--- src/rtl/hazard_ctrl.sv ---
// -----------------------------------------------------------------------------
// hazard_ctrl
//   Pipeline hazard controller for a 5-stage in-order core. It detects
//   load-use hazards between the instructions in EXE and ID. It holds the
//   front of the pipe while a multi-cycle (mul/div) op occupies EXE. It also
//   squashes the wrong-path instructions when a branch resolves taken in EXE.
//
//   Handshake/timing: there is no valid/ready pair. Every control output
//   other than stall_cycles is a pure combinational function of the current
//   state, the down-counter and the inputs. The pipeline registers act on
//   these outputs at the next rising edge.
//
// Parameters
//   LOAD_STALL  stall cycles per load-use hazard (1..7)
//   MC_CYCLES   EXE occupancy of a multi-cycle op in cycles (2..32)
//   PERF_W      width of the stall performance counter
//
// Ports
//   clk, rst_n                        clock, synchronous active-low reset
//   IF_ID_read_reg1/2, IF_ID_use_rs1/2  source regs of ID instr and their use
//   ID_EXE_written_reg, ID_EXE_data_to_reg, ID_EXE_mc_op  EXE instr info
//   branch_taken                      redirect resolved in EXE this cycle
//   PC_dstall, IF_ID_dstall           hold PC / IF_ID
//   ID_EXE_dstall, ID_EXE_bubble      hold ID_EXE / load NOP into ID_EXE
//   IF_ID_flush, ID_EXE_flush         squash IF_ID / ID_EXE
//   busy                              FSM not idle
//   stall_cycles                      saturating count of PC stall cycles
//   dbg_state                         current FSM state (debug observation)
// -----------------------------------------------------------------------------
module hazard_ctrl #(
  parameter int LOAD_STALL = 1,
  parameter int MC_CYCLES  = 4,
  parameter int PERF_W     = 32
) (
  input  logic              clk,
  input  logic              rst_n,
  input  logic [4:0]        IF_ID_read_reg1,
  input  logic [4:0]        IF_ID_read_reg2,
  input  logic              IF_ID_use_rs1,
  input  logic              IF_ID_use_rs2,
  input  logic [4:0]        ID_EXE_written_reg,
  input  logic [1:0]        ID_EXE_data_to_reg,
  input  logic              ID_EXE_mc_op,
  input  logic              branch_taken,
  output logic              PC_dstall,
  output logic              IF_ID_dstall,
  output logic              ID_EXE_dstall,
  output logic              ID_EXE_bubble,
  output logic              IF_ID_flush,
  output logic              ID_EXE_flush,
  output logic              busy,
  output logic [PERF_W-1:0] stall_cycles,
  output logic [1:0]        dbg_state
);

  typedef enum logic [1:0] {
    S_IDLE      = 2'd0,
    S_LOAD_WAIT = 2'd1,
    S_MC_WAIT   = 2'd2
  } state_t;

  // Counter preloads: the cycle spent in IDLE detecting the event is the
  // first stall cycle, so the wait states cover the remainder.
  localparam logic [5:0] LD_INIT = 6'(LOAD_STALL - 1);
  localparam logic [5:0] MC_INIT = 6'(MC_CYCLES - 2);

  state_t            r_state;
  state_t            w_next_state;
  logic [5:0]        r_cnt;
  logic [5:0]        w_next_cnt;
  logic [PERF_W-1:0] r_stall_cycles;

  logic w_load_hz;
  logic w_front_stall;
  logic w_exe_hold;
  logic w_bubble;
  logic w_flush;

  assign w_load_hz = (ID_EXE_data_to_reg == 2'b01) &&
                     (ID_EXE_written_reg != 5'd0) &&
                     ((IF_ID_use_rs1 && (ID_EXE_written_reg == IF_ID_read_reg1)) ||
                      (IF_ID_use_rs2 && (ID_EXE_written_reg == IF_ID_read_reg2)));

  always_comb begin
    w_next_state  = r_state;
    w_next_cnt    = r_cnt;
    w_front_stall = 1'b0;
    w_exe_hold    = 1'b0;
    w_bubble      = 1'b0;
    w_flush       = 1'b0;
    case (r_state)
      S_IDLE: begin
        // mc_op beats branch_taken beats load_hz; losers are dropped.
        if (ID_EXE_mc_op) begin
          w_front_stall = 1'b1;
          w_exe_hold    = 1'b1;
          if (MC_CYCLES > 2) begin
            w_next_state = S_MC_WAIT;
            w_next_cnt   = MC_INIT;
          end
        end else if (branch_taken) begin
          w_flush = 1'b1;
        end else if (w_load_hz) begin
          w_front_stall = 1'b1;
          w_bubble      = 1'b1;
          if (LOAD_STALL > 1) begin
            w_next_state = S_LOAD_WAIT;
            w_next_cnt   = LD_INIT;
          end
        end
      end
      S_LOAD_WAIT: begin
        w_front_stall = 1'b1;
        w_bubble      = 1'b1;
        w_next_cnt    = r_cnt - 6'd1;
        if (r_cnt == 6'd1) w_next_state = S_IDLE;
      end
      S_MC_WAIT: begin
        w_front_stall = 1'b1;
        w_exe_hold    = 1'b1;
        w_next_cnt    = r_cnt - 6'd1;
        if (r_cnt == 6'd1) w_next_state = S_IDLE;
      end
      default: begin
        w_next_state = S_IDLE;
        w_next_cnt   = 6'd0;
      end
    endcase
  end

  // While reset is held, every control output is forced low so the
  // pipeline never sees a stale stall or flush from an aborted wait.
  assign PC_dstall     = rst_n & w_front_stall;
  assign IF_ID_dstall  = rst_n & w_front_stall;
  assign ID_EXE_dstall = rst_n & w_exe_hold;
  assign ID_EXE_bubble = rst_n & w_bubble;
  assign IF_ID_flush   = rst_n & w_flush;
  assign ID_EXE_flush  = rst_n & w_flush;
  assign busy          = rst_n & (r_state != S_IDLE);
  assign stall_cycles  = r_stall_cycles;
  assign dbg_state     = r_state;

  always_ff @(posedge clk) begin
    if (!rst_n) begin
      r_state        <= S_IDLE;
      r_cnt          <= 6'd0;
      r_stall_cycles <= '0;
    end else begin
      r_state <= w_next_state;
      r_cnt   <= w_next_cnt;
      if (PC_dstall && (r_stall_cycles != {PERF_W{1'b1}}))
        r_stall_cycles <= r_stall_cycles + 1'b1;
    end
  end

endmodule

--- config.mk ---
export PLATFORM = sky130hd
export DESIGN_NAME = hazard_ctrl
export DESIGN_NICKNAME = d
export VERILOG_FILES = /design/src/rtl/hazard_ctrl.sv
export SDC_FILE = /design/constraint.sdc
export NUM_CORES = 1
export LEC_CHECK = 0
export CAP_MARGIN = 20
export CORE_ASPECT_RATIO = 0.7
export CORE_UTILIZATION = 50
export CTS_CLUSTER_DIAMETER = 30
export CTS_CLUSTER_SIZE = 20
export DETAILED_ROUTE_END_ITERATION = 12
export GPL_TIMING_DRIVEN = 0
export PLACE_DENSITY = 0.93
export SYNTH_ARGS = -nofsm -noshare
export SYNTH_HDL_FRONTEND = slang
export SYNTH_SLANG_ARGS = --single-unit
--- constraint.sdc ---
create_clock -name clk -period 3.6 [get_ports clk]
set_input_delay 0.54 -clock clk [delete_from_list [all_inputs] [get_ports clk]]
set_output_delay 0.54 -clock clk [all_outputs]
set_load 0.1 [all_outputs]
==> impl_metrics.env, run 1 <==
export IMPL_hold_violations=0
export IMPL_die_h_um=57.7
export IMPL_period_share_pct=96.4
export IMPL_ant_nets=0
export IMPL_grt_setup_unrepaired="false"
export IMPL_cp_slowest_stage_delay_ps=640
export IMPL_critPathRequiredTime_ps=3060
export IMPL_drt_iter0_markers=259
export IMPL_antenna_found_initial=0
export IMPL_synthTopCellsByArea="dfxtp_1 35%, mux2i_1 5.0%, a21oi_1 4.7%"
export IMPL_synth_largest_area_cell="dfxtp_1"
export IMPL_dp_cells=382
export IMPL_routabilityCongestion=0.845
export IMPL_cts_htree_levels=2
export IMPL_netlist_instances=268
export IMPL_diodes=0
export IMPL_wirelength_um=6190
export IMPL_fp_dieArea_um2=4710
export IMPL_grt_pass1_vias=2007
export IMPL_arrival_ps=2930
export IMPL_yosys_area_top_type_share_pct=35.2
export IMPL_synth_flop_cell="dfxtp_1"
export IMPL_maxSlewHeadroom_pct=33.2
export IMPL_path_clk_slew_ps=70
export IMPL_outcome="completed"
export IMPL_crit_path_frequent_cell="clkbuf_1"
export IMPL_cts_made_buffers=5
export IMPL_power_frac_clock_pct=41.3
export IMPL_yosys_warnings=0
export IMPL_drc=0
export IMPL_power_internal_uw=779
export IMPL_avgSynthCellArea_um2=8.27
export IMPL_endpoint_kind="primary output"
export IMPL_finalSetupViolCount=0
export IMPL_min_path_type="reg2reg"
export IMPL_drive_gt1_share_pct=8.28
export IMPL_cts_root_buf="clkbuf_8"
export IMPL_synthArstFlopShare_pct=0
export IMPL_finalPower_mw=1.06
export IMPL_clock_skew_ps=6.38
export IMPL_ys_types=43
export IMPL_place_area_um2=2900
export IMPL_fillers=306
export IMPL_syn_area_um2=2220
export IMPL_grt_overflow=0
export IMPL_viasPerCell=6.06
export IMPL_critPathLaunchType="primary input"
export IMPL_num_vias=2365
export IMPL_worst_path_max_delay_cell="clkdlybuf4s50_1"
export IMPL_fin_area_um2=3030
export IMPL_rows=19
export IMPL_irDropWorstVdd_mv=0.324
export IMPL_regArea_um2=782
export IMPL_crit_chain="clkdlybuf4s50_1 -> clkbuf_1 -> clkbuf_1 -> and2_1 -> clkdlybuf4s15_2"
export IMPL_syn2layout_area_growth_pct=36.7
export IMPL_layout_commonest_cell="clkdlybuf4s50_1"
export IMPL_grt_pass1_wl_um=9570
export IMPL_max_freq_mhz=288
export IMPL_wl_per_cell_um=15.9
export IMPL_synth_edf_count=0
export IMPL_fp_dieW_um=81.6
export IMPL_firstDrtPassIters=5
export IMPL_powerDensity_nw_per_um2=349
export IMPL_drv_slew=0
export IMPL_p_leak_nw=1.02
export IMPL_reg2reg_from="stall_cycles[0]"
export IMPL_most_common_layout_cells="56 x clkdlybuf4s50_1, 38 x dfxtp_1, 26 x nand2_1, 20 x a21oi_1, 16 x nor2_1"
export IMPL_startpoint="rst_n"
export IMPL_seq_power_share_pct=42.3
export IMPL_synth_seq_cells=39
export IMPL_swShare_pct=26.3
export IMPL_utilization_pct=74.1
export IMPL_clock_sinks=39
export IMPL_grt_max_degree=13
export IMPL_multi_input_area_um2=1320
export IMPL_insertion_delay_ps=300
export IMPL_period_needed_ps=3470
export IMPL_cts_setup_buffers=0
export IMPL_io_pins=64
export IMPL_fin_nets=363
export IMPL_coreArea_um2=4090
export IMPL_max_cap_violations=0
export IMPL_dp_final_hpwl_um=4610
export IMPL_cts_tree="yes"
export IMPL_synth_nets=294
export IMPL_portBuffers=62
export IMPL_path_class="in2out"
export IMPL_comb_power_share_pct=16.4
export IMPL_start_util_pct=54.2
export IMPL_holdCritStartpoint="stall_cycles[27]"
export IMPL_cts_max_path_buffers=2
export IMPL_stdcell_count=390
export IMPL_p_sw_uw=278
export IMPL_worst_slew_pin_slew_ps=999
export IMPL_grtUsageTotal_pct=26.9
export IMPL_holdWs_ps=485
export IMPL_ys_seq_area_share_pct=35.2
export IMPL_cp_max_fo=10
power groups by stage:
stage	clock network [mW]	logic (mW)	registers, mW
2_1_floorplan	0	0.100	0.470
3_3_place_gp	0	0.169	0.457
3_5_place_dp	0	0.173	0.457
4_1_cts	0.439	0.171	0.447
5_1_grt	0.454	0.184	0.449
6_report	0.436	0.174	0.447
metal layers:
layer  global-route usage [%]  wire length (um)  share of wire [%]  vias up
met1                     37.8              2690                 43     1073
met2                     39.8              2780                 45      151
met4                     10.5               108                1.7        0
met3                     6.61               604                9.8       12
li1                         -                 -                  -     1129
met5                        0                 0                  0        -
timing repair:
item / 4_1_cts / 5_1_grt
cloned: 0 / 0
hold buffers: 0 / 0
setup endpoints to repair: 6 / 2
gates resized for setup: 17 / 2
worst max-delay path, delay by kind of cell:
family,cells,cell delay [ps]
buf+inv,4,2170
simple gates,1,200
kinds of logic after synthesis:
logic type | share of synthesized area (%)
AO/OA/AOI/OAI | 15.0
other | 0.169
adder cells (fa/ha/maj) | 1.69
multiplexers | 4.97
AND/OR/NAND/NOR | 30.4
flip-flops | 35.2
buffers and inverters | 5.81
XOR/XNOR | 6.72
worst paths after layout:
path | depth (start not counted) | slack [ps] | end
worst max-delay path | 5 | 130 | busy
worst min register to register | 2 | 480 | stall_cycles[27]
worst max register to register | 9 | 940 | stall_cycles[1]
worst min-delay path | 2 | 480 | stall_cycles[27]
sequential cells by signal, indices dropped and copies added, names as in the netlist:
register,count
dbg_state,1
r_cnt,6
stall_cycles,32
stage by stage:
| stage | setup slack (ps) | TNS (ps) |
|---|---|---|
| 2_1_floorplan | 266 | 0 |
| 3_3_place_gp | -721 | -1920 |
| 3_5_place_dp | -760 | -2060 |
| 4_1_cts | 37.6 | 0 |
| 5_1_grt | 32.1 | 0 |
| 6_report | 129 | 0 |
synthesized netlist by cell type, types with 2 or more instances:
cell type  number
nor4_1          8
nand2b_1        9
nand4_1         6
o41ai_1         2
o311ai_0        2
nand3_1        15
clkbuf_1        7
inv_1          12
or3_1           3
ha_1            3
buf_6           2
nand2_1        26
xnor2_1        11
mux2i_1        11
nor2_1         16
a21oi_1        21
nor3_1          5
o211ai_1        3
or4_1          11
o31ai_1        13
and4_1          4
and3_1          5
dfxtp_1        39
xor2_1          6
buf_4           4
nor3b_1         3
o21ai_0         5
final cells by class:
cell class / instances / share of cell area, %
repair buffers: 62 / 20.1
multi-input cells: 203 / 43.4
plain buffers: 14 / 2.77
flip-flops and latches: 39 / 25.8
clock inverters: 2 / 1.98
well taps: 52 / 2.15
inverters: 12 / 1.49
clock buffers: 6 / 2.39
No activity file was read; power rests on OpenSTA's default activity.
==> run 2: changes to the inputs <==
Settings changed: CELL_PAD_IN_SITES_DETAIL_PLACEMENT set to 2, CELL_PAD_IN_SITES_GLOBAL_PLACEMENT set to 2, CORE_UTILIZATION 50 to 29, PLACE_DENSITY 0.93 to 0.94, REMOVE_ABC_BUFFERS set to 1.
==> run 2 against run 1 <==
  * Worst setup slack better by 160 ps
  * Combinational power decreased by 5%
  * Register-to-register slack worse by 270 ps
  * Final cell count grew 8.2%
  * Critical endpoint is now IF_ID_dstall
  * Largest cell class unchanged
  * Largest power group unchanged
==> impl_metrics.env, run 2 (same netlist as run 1, synthesis figures left out) <==
export IMPL_outcome="completed"
export IMPL_rr_endpoint="stall_cycles[10]"
export IMPL_cts_htree_levels=2
export IMPL_irDropWorstVdd_mv=0.151
export IMPL_cts_made_buffers=5
export IMPL_path_clk_slew_ps=70
export IMPL_cp_endpoint="IF_ID_dstall"
export IMPL_dp_final_hpwl_um=5460
export IMPL_cp_max_fo=13
export IMPL_crit_path_frequent_cell="inv_1"
export IMPL_routabilityCongestion=0.791
export IMPL_insertion_delay_ps=300
export IMPL_critPathLaunchType="primary input"
export IMPL_ant_nets=0
export IMPL_path_depth=7
export IMPL_endpoint_kind="primary output"
export IMPL_drc=0
export IMPL_fp_dieW_um=107
export IMPL_arrival_ps=2770
export IMPL_wl_per_cell_um=17.7
export IMPL_grtUsageTotal_pct=20.0
export IMPL_crit_chain="clkdlybuf4s50_1 -> or4_1 -> o21ai_1 -> inv_1 -> a21oi_4 -> inv_1 -> buf_2"
export IMPL_swShare_pct=31.0
export IMPL_power_internal_uw=631
export IMPL_cp_top_family="buffers and inverters"
export IMPL_grt_pass1_vias=2460
export IMPL_largest_register_ffs=32
export IMPL_layout_commonest_cell="clkdlybuf4s50_1"
export IMPL_num_vias=2276
export IMPL_p_sw_uw=283
export IMPL_startpoint="ID_EXE_written_reg[1]"
export IMPL_ff2ff_path_depth=5
export IMPL_cts_max_path_buffers=2
export IMPL_p_leak_nw=0.940
export IMPL_grt_overflow=0
export IMPL_worst_slew_pin_slew_ps=999
export IMPL_grt_pass1_wl_um=12400
export IMPL_powerDensity_nw_per_um2=309
export IMPL_max_cap_violations=0
export IMPL_min_path_type="reg2reg"
export IMPL_syn2layout_area_growth_pct=33.7
export IMPL_clock_sinks=39
export IMPL_drv_slew=0
export IMPL_cts_root_buf="clkbuf_8"
export IMPL_die_h_um=75.2
export IMPL_fin_area_um2=2960
export IMPL_period_needed_ps=3310
export IMPL_grt_max_degree=27
export IMPL_portBuffers=62
export IMPL_seq_power_share_pct=49.2
export IMPL_critPathRequiredTime_ps=3060
export IMPL_fin_nets=349
export IMPL_utilization_pct=40.3
export IMPL_cts_tree="yes"
export IMPL_path_class="in2out"
export IMPL_diodes=0
export IMPL_period_share_pct=92.0
export IMPL_firstDrtPassIters=4
export IMPL_comb_power_share_pct=18.0
export IMPL_viasPerCell=5.39
export IMPL_r2r_slack_ps=670
export IMPL_rows=26
export IMPL_wirelength_um=7480
export IMPL_io_pins=64
export IMPL_cp_slowest_stage_delay_ps=540
export IMPL_maxSlewHeadroom_pct=33.2
export IMPL_fillers=843
export IMPL_worst_path_max_delay_cell="or4_1"
export IMPL_reg2reg_from="dbg_state[1]"
export IMPL_clock_skew_ps=11.4
export IMPL_place_area_um2=2880
export IMPL_drive_gt1_share_pct=5.86
export IMPL_max_freq_mhz=302
export IMPL_hold_violations=0
export IMPL_finalSetupViolCount=0
export IMPL_power_frac_clock_pct=32.8
export IMPL_grt_setup_unrepaired="false"
export IMPL_start_util_pct=30.2
export IMPL_coreArea_um2=7350
export IMPL_most_common_layout_cells="57 x clkdlybuf4s50_1, 39 x dfxtp_1, 26 x nand2_1, 20 x a21oi_1, 16 x nor2_1"
export IMPL_fp_dieArea_um2=8000
export IMPL_cp_num_buf_inv=4
export IMPL_antenna_found_initial=0
export IMPL_drt_iter0_markers=57
export IMPL_holdWs_ps=494
## run 2: layout make-up
type / count / area [um2] / share of cell area, %
clock buffer: 6 / 72.6 / 2.45
clock inverter: 2 / 12.5 / 0.422
inverter: 12 / 45.0 / 1.52
multi-input combinational: 203 / 1320 / 44.5
sequential: 39 / 781 / 26.3
tap: 98 / 123 / 4.14
timing repair buffer: 62 / 612 / 20.6
## run 2: worst register-to-register path, delay by kind of cell (launching register included)
| kind | cells | cell delay [ps] |
|---|---|---|
| AOI/OAI and AO/OA | 3 | 850 |
| DFF | 1 | 650 |
| and+or+nand+nor | 2 | 1350 |
## run 2: layer usage
layer  GRT usage [%]  share of wire [%]
met1            24.9                 47
met2            35.3                 48
met3            3.20                2.6
met4            8.52                2.2
met5               0                  0
## run 2: worst min-delay path by stage
stage | from | end | slack [ps] | cells after the start
2_1_floorplan | r_cnt[5] | r_cnt[5] | 470 | 2
6_report | stall_cycles[27] | stall_cycles[27] | 490 | 2
4_1_cts | stall_cycles[30] | stall_cycles[30] | 500 | 2
5_1_grt | stall_cycles[13] | stall_cycles[13] | 540 | 2
3_5_place_dp | stall_cycles[30] | stall_cycles[30] | 480 | 1
3_3_place_gp | stall_cycles[27] | stall_cycles[27] | 470 | 2
## run 2: repair_timing
item	4_1_cts	5_1_grt
hold buffers	0	0
pin swaps	0	0
gates resized for setup	16	5
endpoints found under the setup margin	20	2
gates cloned	0	0
setup buffers	0	0
## run 2: metrics by stage
| stage | worst slack, ps | power, mW | cells | TNS [ps] |
|---|---|---|---|---|
| global route | 151 | 0.961 | 422 | 0 |
| CTS | 7.46 | 0.927 | 422 | 0 |
| detailed placement | -1320 | 0.626 | 414 | -12770 |
| floorplan | -783 | 0.561 | 254 | -1570 |
| global placement | -1120 | 0.618 | 414 | -8170 |
| finish | 288 | 0.915 | 422 | 0 |
## run 2: power groups by stage
stage | logic [mW] | registers (mW) | clock network (mW)
finish | 0.165 | 0.450 | 0.300
global route | 0.177 | 0.451 | 0.333
CTS | 0.167 | 0.450 | 0.311
detailed placement | 0.166 | 0.460 | 0
global placement | 0.159 | 0.459 | 0
floorplan | 0.0896 | 0.471 | 0
